### src/rtl/seq_multiplier.sv
// rtl/seq_multiplier.sv - multi-cycle radix-2^B shift-add multiplier with start/busy/done handshake
module seq_multiplier #(
  parameter int N = 32,
  parameter int B = 1
) (
  input  logic           clock,
  input  logic           reset,
  input  logic           start,
  input  logic           signed_mode,
  input  logic [N-1:0]   multiplicand,
  input  logic [N-1:0]   multiplier,
  output logic           busy,
  output logic           done,
  output logic [2*N-1:0] out
);

  localparam int ITER = N / B;
  localparam int CW = $clog2(ITER + 1);
  localparam logic [CW-1:0] LAST = CW'(ITER - 1);

  typedef enum logic [1:0] {IDLE, RUN, FINISH} state_t;

  state_t           state, next_state;
  logic [2*N-1:0]   acc, acc_next, mcand_sh, prod;
  logic [N-1:0]     mult_mag, a_mag, b_mag;
  logic [CW-1:0]    count;
  logic             neg;
  logic             accept;

  assign accept = (state == IDLE) && start;
  assign busy   = (state != IDLE);

  // Magnitudes are N-bit unsigned, so the most negative value maps to 2^(N-1).
  assign a_mag = (signed_mode && multiplicand[N-1]) ? -multiplicand : multiplicand;
  assign b_mag = (signed_mode && multiplier[N-1])   ? -multiplier   : multiplier;

  always_ff @(posedge clock or negedge reset) begin
    if (!reset) state <= IDLE;
    else        state <= next_state;
  end

  always_comb begin
    next_state = state;
    case (state)
      IDLE:    if (start) next_state = RUN;
      RUN:     if (count == LAST) next_state = FINISH;
      FINISH:  next_state = IDLE;
      default: next_state = IDLE;
    endcase
  end

  // mcand_sh carries mcand_mag << (count*B), so each digit needs only fixed shifts.
  always_comb begin
    acc_next = acc;
    for (int i = 0; i < B; i++) begin
      if (mult_mag[i]) acc_next = acc_next + (mcand_sh << i);
    end
  end

  assign prod = neg ? -acc : acc;

  always_ff @(posedge clock or negedge reset) begin
    if (!reset) begin
      acc      <= '0;
      mcand_sh <= '0;
      mult_mag <= '0;
      count    <= '0;
      neg      <= 1'b0;
      done     <= 1'b0;
      out      <= '0;
    end else begin
      done <= (state == FINISH);
      if (accept) begin
        neg      <= signed_mode & (multiplicand[N-1] ^ multiplier[N-1]);
        mcand_sh <= {{N{1'b0}}, a_mag};
        mult_mag <= b_mag;
        acc      <= '0;
        count    <= '0;
      end else if (state == RUN) begin
        acc      <= acc_next;
        mcand_sh <= mcand_sh << B;
        mult_mag <= mult_mag >> B;
        count    <= count + 1'b1;
      end else if (state == FINISH) begin
        out <= prod;
      end
    end
  end

endmodule

### config.mk
export PLATFORM = sky130hd
export DESIGN_NAME = seq_multiplier
export DESIGN_NICKNAME = d
export VERILOG_FILES = /design/src/rtl/seq_multiplier.sv
export SDC_FILE = /design/constraint.sdc
export NUM_CORES = 1
export LEC_CHECK = 0
export ABC_AREA = 0
export CAP_MARGIN = 15
export CORE_AREA = 2 2 193 195
export CTS_CLUSTER_DIAMETER = 80
export DETAILED_ROUTE_END_ITERATION = 8
export DIE_AREA = 0 0 195 197
export DONT_BUFFER_PORTS = 1
export SYNTH_ARGS = -nofsm -noshare
export SYNTH_HDL_FRONTEND = slang
export SYNTH_SLANG_ARGS = --single-unit
### constraint.sdc
create_clock -name clock -period 10.56 [get_ports clock]
set_input_delay 2.112 -clock clock [delete_from_list [all_inputs] [get_ports clock]]
set_output_delay 2.112 -clock clock [all_outputs]
set_load 0.005 [all_outputs]
Word level (Yosys, flattened, before mapping):

Cells that the tools add are included.

* register bits: 234
* output and inout bits: 66

* eq/ne operators: 5
* mux-type cells: 15
* bitwise operators: 4
* reduce and logical (&&, ||, !) cells: 10
* add/sub/neg operators: 5

Operators by type and width (count)
* 64-bit 2-to-1 mux: 6
* 32-bit 2-to-1 mux: 4
* 64-bit adder: 1
* 32-bit negation: 2
* 64-bit negation: 1
* 6-bit 2-to-1 mux: 2
* 6-bit by 1-bit adder with 6-bit output (second input constant): 1
* 6-bit by 5-bit equality test with 1-bit output (second input constant): 1
* 2-bit nonzero test: 3
* 2-bit 2-to-1 mux: 2
* 2-bit != test (second input constant): 2
* 2-bit one-hot mux with 2 select lines: 1
* 2-bit AND reduction: 2
* 1-bit logical AND: 3
* 3-bit AND reduction: 1
* 2-bit by 1-bit equality test with 1-bit output (second input constant): 1
* 2-bit equality test (second input constant): 1
* 2-bit logical NOT: 1
* 1-bit inverter: 2
* 1-bit AND: 1
* 1-bit XOR: 1

Longest topological paths before layout:

Gate-level depths: netlist of the first run.

* depth after elaboration: 4
* gate-level depth with buffers: 12

Worst setup path before layout of the first run:

OpenSTA, ideal clock, no wires.

* path kind: input port to flip-flop
* start: input port multiplier[4]
* end: register mult_mag[28]
* stages on the path: 9
* data required time: 10.419 ns
* path slack: 6.336 ns
* arrival time: 4.083 ns
* path buffers: 0
* cells stage by stage: nor4_1 and3_1 nand2_1 or3_1 nor4_1 a21oi_1 xor2_1 nor2_1 a31oi_1

* cells in the longest elaborated chain, start to end: 3

Ends and longest elaborated chain
* start: declaration: line 11 `input logic [N-1:0] multiplier,`
* 32-bit negation: line 35 `assign b_mag = (signed_mode && multiplier[N-1]) ? -multiplier : multiplier;`
* 32-bit 2-to-1 mux: line 35
* 32-bit 2-to-1 mux: line 73 `if (accept) begin`
* end signal: assignment: line 76 `mult_mag <= b_mag;`
* end signal: assignment: line 82 `mult_mag <= mult_mag >> B;`
* end: declaration: line 25 `logic [N-1:0] mult_mag, a_mag, b_mag;`

Every way passes these cells.
A chain may end at the register's enable or synchronous reset.

Worst setup path after layout of the first run:

* start: register acc[0]
* end: register acc[60]

* cells in the longest elaborated chain, start to end: 4

Ends and longest elaborated chain
* start: declaration: line 24 `logic [2*N-1:0] acc, acc_next, mcand_sh, prod;`
* start signal: assignment: line 80 `acc <= acc_next;`
* 64-bit adder: line 56 `if (mult_mag[i]) acc_next = acc_next + (mcand_sh << i);`
* 64-bit 2-to-1 mux: line 56
* 64-bit 2-to-1 mux: line 79 `end else if (state == RUN) begin`
* 64-bit 2-to-1 mux: line 73

Every way passes these cells. The select of a mux whose other input is x is not followed.

==> impl_metrics.env, run 1 <==
export IMPL_fin_crit_ns=4.20
export IMPL_critPathSlowestCell="or4b_2"
export IMPL_initial_core_util_pct=41.8
export IMPL_synth_most_common_cell="nand2_1"
export IMPL_cts_made_buffers=29
export IMPL_drcViolationCount=0
export IMPL_drv_slew=0
export IMPL_place_area_sq_um=15400
export IMPL_wl_per_cell_um=18.1
export IMPL_sw_frac_of_total_pct=44.7
export IMPL_powerDensity_nw_per_um2=309
export IMPL_cts_resized=0
export IMPL_wl_um=41400
export IMPL_synth_edf_count=0
export IMPL_setup_violations_final=0
export IMPL_cp_slowest_stage_delay_ns=0.66
export IMPL_fin_nets=1930
export IMPL_syn_to_final_growth_pct=8.41
export IMPL_grt_pass1_wl_um=67600
export IMPL_clockRootBuffer="clkbuf_16"
export IMPL_dr_pass1_iters=5
export IMPL_ys_top_cells_by_count="401 x nand2_1, 235 x o21ai_0, 234 x dfrtp_1"
export IMPL_intPower_mw=2.81
export IMPL_worstSetupStartpointType="flip-flop"
export IMPL_fmax_ghz=0.238
export IMPL_rows=70
export IMPL_ios=134
export IMPL_netlist_area_leader_share_pct=38.6
export IMPL_rsz0062_at_grt="false"
export IMPL_crit_fanout=5
export IMPL_tightest_slew_ns=1.13
export IMPL_diodes=0
export IMPL_p_leak_nw=7.04
export IMPL_postCtsHoldBufs=0
export IMPL_viasPerCell=5.74
export IMPL_yosys_warnings=0
export IMPL_cts_sinks=234
export IMPL_worst_setup_path_type="reg -> reg"
export IMPL_synth_top_area_cell="dfrtp_1"
export IMPL_worstPathRequired_ns=11.04
export IMPL_die_y_um=197
export IMPL_post_place_ws_ns=5.98
export IMPL_async_reset_ff_share_pct=100
export IMPL_timing_setup_tns_ns=0
export IMPL_hp_class="reg -> reg"
export IMPL_final_area_sq_um=16400
export IMPL_grt_max_degree=235
export IMPL_grt_antenna_before_repair=0
export IMPL_vias=13091
export IMPL_clockPowerShare_pct=20.3
export IMPL_grtUsageTotal_pct=21.5
export IMPL_worst_slack_ns=6.36
export IMPL_yosys_top_cells_area="dfrtp_1 39%, nand2_1 9.9%, o21ai_0 7.8%"
export IMPL_die_area_sq_um=38400
export IMPL_path_clk_slew_ns=0.06
export IMPL_ir_drop_mv=0.164
export IMPL_finalHoldViolations=0
export IMPL_drv_cap=0
export IMPL_power_switching_mw=2.27
export IMPL_synth_distinct_cells=66
export IMPL_io_buffers=0
export IMPL_synth_fp_nets=1998
export IMPL_yosysSeqAreaShare_pct=38.6
export IMPL_synth_ff_type="dfrtp_1"
export IMPL_syn_avg_cell_area_sq_um=8.14
export IMPL_hpwl_um=29700
export IMPL_grt_pass1_vias=12445
export IMPL_clock_skew_final_ns=0.0167
export IMPL_drtIter0Drc=861
export IMPL_cts_tree="built"
export IMPL_crit_path_end_kind="flip-flop"
export IMPL_postCtsSetupBuffers=0
export IMPL_routabilityCongestion=0.913
export IMPL_yosys_register_bits=234
export IMPL_cp_cell_sequence="ha_1, fa_1, a211oi_1, o311a_1, or4_1, a21oi_1, a41o_1, a211oi_1, o31ai_1, a31oi_1, or4b_2, nand3_1"
export IMPL_power_total_mw=5.08
export IMPL_drtAntennaViolNets=0
export IMPL_n_fill_cell=3618
export IMPL_core_sq_um=36300
export IMPL_cp_common_cell="a211oi_1"
export IMPL_relSlewSlack_pct=24.3
export IMPL_power_frac_seq_pct=31.5
export IMPL_outcome="finished clean"
export IMPL_clock_latency_ns=0.55
export IMPL_finalCritPeriodShare_pct=39.8
export IMPL_cp_arrival_ns=4.68
export IMPL_clockBufferDepth=3
export IMPL_fp_dieW_um=195
export IMPL_synth_cells=1862
export IMPL_htree_levels=1
export IMPL_drive_above_1_share_pct=4.19
export IMPL_globalRoute_totalOverflow=0
export IMPL_synthesis_area_sq_um=15200
export IMPL_p_comb_share_pct=48.2
## worst max-delay path, delay by kind of cell, from the launching register on
| kind | cells | cell delay, ns |
|---|---|---|
| fa+ha+maj | 2 | 0.45 |
| simple gates | 3 | 1.30 |
| compound gates | 7 | 1.96 |
| flops | 1 | 0.43 |
## final timing paths
kind / from / end / slack (ns) / depth (start not counted)
worst min-delay path: mult_mag[31]$_DFFE_PN0P_ / mult_mag[31]$_DFFE_PN0P_ / 0.50 / 2
worst max register to register: acc[0]$_DFFE_PN0P_ / acc[60]$_DFFE_PN0P_ / 6.36 / 12
worst min register to register: mult_mag[31]$_DFFE_PN0P_ / mult_mag[31]$_DFFE_PN0P_ / 0.50 / 2
min in group asynchronous: reset / mcand_sh[19]$_DFFE_PN0P_ / 1.27 / 0
worst max-delay path: acc[0]$_DFFE_PN0P_ / acc[60]$_DFFE_PN0P_ / 6.36 / 12
max in group asynchronous: reset / acc[46]$_DFFE_PN0P_ / 8.95 / 0
## cells in the final DEF, fill, tap and decap left out, types with 34 or more instances in the layout
master   instances
nand2_1        400
o21ai_0        235
dfrtp_1        233
nor2_1         120
xor2_1         112
a21oi_1         98
a31oi_1         70
ha_1            67
xnor2_1         65
o31ai_1         34
## metal layers
metal | routed length, um | vias up | track usage [%]
met5 | 0 | - | 0
met4 | 1000 | 0 | 5.85
met3 | 2870 | 62 | 3.76
met2 | 17100 | 377 | 31.5
met1 | 20400 | 6198 | 32.4
li1 | - | 6454 | -
## registers in the layout, indices dropped and copies added, names as in the netlist
| name | flops |
|---|---|
| acc | 64 |
| count | 6 |
| done | 1 |
| mcand_sh | 64 |
| mult_mag | 32 |
| neg | 1 |
| out | 64 |
| state | 2 |
## layout make-up
class | instances | area [sq um] | area share (%)
clock buffer | 41 | 831 | 5.06
clock inverter | 10 | 150 | 0.914
inverter | 20 | 75.1 | 0.457
multi-input combinational | 1500 | 8850 | 53.9
sequential | 234 | 5860 | 35.6
tap | 468 | 586 | 3.56
timing repair buffer | 9 | 80.1 | 0.487
## logic make-up (layout without fill, tap and decap cells)
| logic type | Yosys count | count (layout) | synth area share [%] |
|---|---|---|---|
| DFF | 234 | 234 | 38.6 |
| xor gates and xnor gates | 177 | 177 | 10.2 |
| muxes | 2 | 2 | 0.132 |
| AOI/OAI and AO/OA | 548 | 548 | 21.6 |
| adders and majority gates | 68 | 68 | 5.66 |
| buffers and inverters | 128 | 80 | 3.17 |
| and+or+nand+nor | 705 | 705 | 20.6 |
## through the flow
step | cells | util [%] | hold WS, ns
6_report | 2282 | 45.3 | 0.496
2_1_floorplan | 1862 | - | 0.455
3_3_place_gp | 2230 | 42.6 | 0.479
4_1_cts | 2281 | 45.3 | 0.492
3_5_place_dp | 2230 | 42.6 | 0.477
5_1_grt | 2282 | 45.3 | 0.515
## power by group through the flow
stage          combinational (mW)  clock (mW)  sequential (mW)
4_1_cts                      2.44        1.05             1.59
6_report                     2.45        1.03             1.60
3_3_place_gp                 2.41           0             1.60
5_1_grt                      2.77        1.09             1.64
3_5_place_dp                 2.43           0             1.61
2_1_floorplan                1.93           0             1.44
(Power assumes the default switching activity.)
==> run 2, diff against run 1 <==
- clock period: 10.56 -> 3.4 ns (I/O delays scaled with it)
==> run 2 against run 1 <==
  * Design area rose by 8.0%
  * Global-route usage rose by 1.3 points
  * Sequential share of layout area fell by 2.6 points
  * Sequential cell count did not move
  * Routed wire length rose by 4.8%
  * Clock power rose to 3.0 times the previous value
  * Highest routed layer unchanged
  * The run now ends with negative hold slack, negative setup slack left
  * Sequential power rose to 3.0 times the previous value
  * Critical path type unchanged
  * Largest cell class unchanged
==> impl_metrics.env, run 2 (synthesized netlist as in run 1, its figures left out) <==
export IMPL_rows=70
export IMPL_drtIter0Drc=1101
export IMPL_cts_sinks=234
export IMPL_worst_slack_ns=-0.103
export IMPL_syn_to_final_growth_pct=17.1
export IMPL_hp_class="in -> async"
export IMPL_wl_per_cell_um=17.8
export IMPL_io_buffers=0
export IMPL_power_switching_mw=7.57
export IMPL_finalHoldViolations=234
export IMPL_final_area_sq_um=17700
export IMPL_clockBufferDepth=3
export IMPL_grt_pass1_vias=13107
export IMPL_powerDensity_nw_per_um2=979
export IMPL_htree_levels=1
export IMPL_sw_frac_of_total_pct=43.6
export IMPL_crit_fanout=4
export IMPL_wl_um=43400
export IMPL_cts_tree="built"
export IMPL_crit_buf_inv=0
export IMPL_intPower_mw=9.81
export IMPL_die_area_sq_um=38400
export IMPL_drv_slew=0
export IMPL_finalCritPeriodShare_pct=103
export IMPL_rsz0062_at_grt="true"
export IMPL_globalRoute_totalOverflow=0
export IMPL_cts_made_buffers=30
export IMPL_tightest_slew_ns=1.01
export IMPL_place_inst=2369
export IMPL_fp_dieW_um=195
export IMPL_worstPathRequired_ns=3.84
export IMPL_power_frac_seq_pct=27.5
export IMPL_top_regs="acc x64, mcand_sh x64, out x64"
export IMPL_ios=134
export IMPL_grt_max_degree=235
export IMPL_drtAntennaViolNets=0
export IMPL_path_clk_slew_ns=0.06
export IMPL_core_sq_um=36300
export IMPL_worst_setup_path_type="reg -> reg"
export IMPL_fin_nets=2076
export IMPL_crit_path_end_kind="flip-flop"
export IMPL_layout_common_cells="400 x nand2_1, 233 x o21ai_0, 233 x dfrtp_1"
export IMPL_worstSetupStartpointType="flip-flop"
export IMPL_whs_ns=-0.183
export IMPL_cp_cell_sequence="or4_4, or3_4, or3_4, or4_4, or4_4, or2_4, o41ai_4, xor2_1, o21ai_1"
export IMPL_r2r_cells=9
export IMPL_clockRootBuffer="clkbuf_16"
export IMPL_ir_drop_mv=0.404
export IMPL_viasPerCell=5.61
export IMPL_dr_pass1_iters=5
export IMPL_critPathSlowestCell="or4_4"
export IMPL_grt_antenna_before_repair=0
export IMPL_hpwl_um=32000
export IMPL_critical_path_cell_count=9
export IMPL_die_y_um=197
export IMPL_relSlewSlack_pct=32.8
export IMPL_path_delay_family="simple AND/OR/NAND/NOR gates"
export IMPL_clock_skew_final_ns=0.0219
export IMPL_setup_violations_final=3
export IMPL_final_common_cell="nand2_1"
export IMPL_p_leak_nw=7.78
export IMPL_place_area_sq_um=16500
export IMPL_fmax_ghz=0.285
export IMPL_clock_latency_ns=0.58
export IMPL_vias=13632
export IMPL_cp_slowest_stage_delay_ns=0.58
export IMPL_p_comb_share_pct=54.6
export IMPL_drive_above_1_share_pct=12.8
export IMPL_initial_core_util_pct=41.8
export IMPL_violations="negative hold slack, negative setup slack"
export IMPL_grtUsageTotal_pct=22.8
export IMPL_routabilityCongestion=0.924
export IMPL_outcome="finished, violations left"
export IMPL_grt_pass1_wl_um=71100
export IMPL_diodes=0
export IMPL_drcViolationCount=0
export IMPL_cp_arrival_ns=3.94
export IMPL_cp_common_cell="or4_4"
export IMPL_final_cell_count_no_fill=2431
export IMPL_clockPowerShare_pct=17.9
export IMPL_fin_crit_ns=3.50
export IMPL_drv_cap=0
-- run 2: changes by cell type in the layout (fill, tap and decap cells not counted), moves of 3 or more --
cell,change
a21oi_1,-3
a21oi_2,+3
buf_4,+144
bufinv_16,-3
clkbuf_1,+4
ha_1,-6
ha_4,+5
o31ai_1,-4
o31ai_2,+3
-- run 2: what timing repair did --
action / CTS / global route
setup buffers: 7 / 0
pin swaps: 18 / 14
gates cloned: 0 / 0
endpoints found under the hold margin: 234 / 234
resized for setup: 18 / 22
setup endpoints to repair: 13 / 24
-- run 2: per-stage QoR --
step                util [%]  hold slack (ns)  total power, mW  TNS [ns]  setup slack, ns
floorplan                  -            0.384             10.5   -0.0159          -0.0159
global placement        45.5            0.402             13.7    -0.266          -0.0962
detailed placement      45.5            0.404             13.9    -0.535           -0.160
CTS                     48.6           -0.211             17.2    -0.197          -0.0825
global route            48.9           -0.214             18.9    -0.996           -0.190
finish                  48.9           -0.183             17.4    -0.206           -0.103
-- run 2: worst register-to-register path: cells and delay by family (launching register included) --
family          cells  cell delay [ns]
simple gates        6             2.53
compound gates      2             0.29
flops               1             0.37
xor+xnor            1             0.19
-- run 2: per-layer routing --
layer | track usage (%) | routed length [um] | part of all wire [%]
met1 | 33.8 | 21100 | 49
met5 | 0 | 0 | 0
met4 | 5.40 | 720 | 1.7
met2 | 33.6 | 18300 | 42
met3 | 5.07 | 3310 | 7.6
-- run 2: final timing paths --
check	from	endpoint	slack, ns
hold reg to reg	count[5]$_DFFE_PN0P_	state[1]$_DFFE_PN0P_	0.50
min in group clock	multiplier[31]	mult_mag[31]$_DFFE_PN0P_	0.24
setup / recovery	acc[29]$_DFFE_PN0P_	out[57]$_DFFE_PN0P_	-0.10
max in group asynchronous	reset	acc[35]$_DFFE_PN0P_	2.99
hold / removal	reset	mcand_sh[13]$_DFFE_PN0P_	-0.18
setup reg to reg	acc[29]$_DFFE_PN0P_	out[57]$_DFFE_PN0P_	-0.10
-- run 2: power groups by stage --
stage	clock network, mW	logic, mW	registers, mW
2_1_floorplan	0	6.02	4.48
3_3_place_gp	0	9.01	4.74
3_5_place_dp	0	9.12	4.77
4_1_cts	3.20	9.28	4.73
5_1_grt	3.32	10.6	4.90
6_report	3.12	9.48	4.78
-- run 2: area by class of cell --
cell class              instances  area, sq um
multi-input cells            1500         9090
repair buffers                154         1170
well taps                     468          586
inverters                      20         75.1
fillers                      3524        18500
clock inverters                 9         83.8
flip-flops and latches        234         5860
clock buffers                  46          882
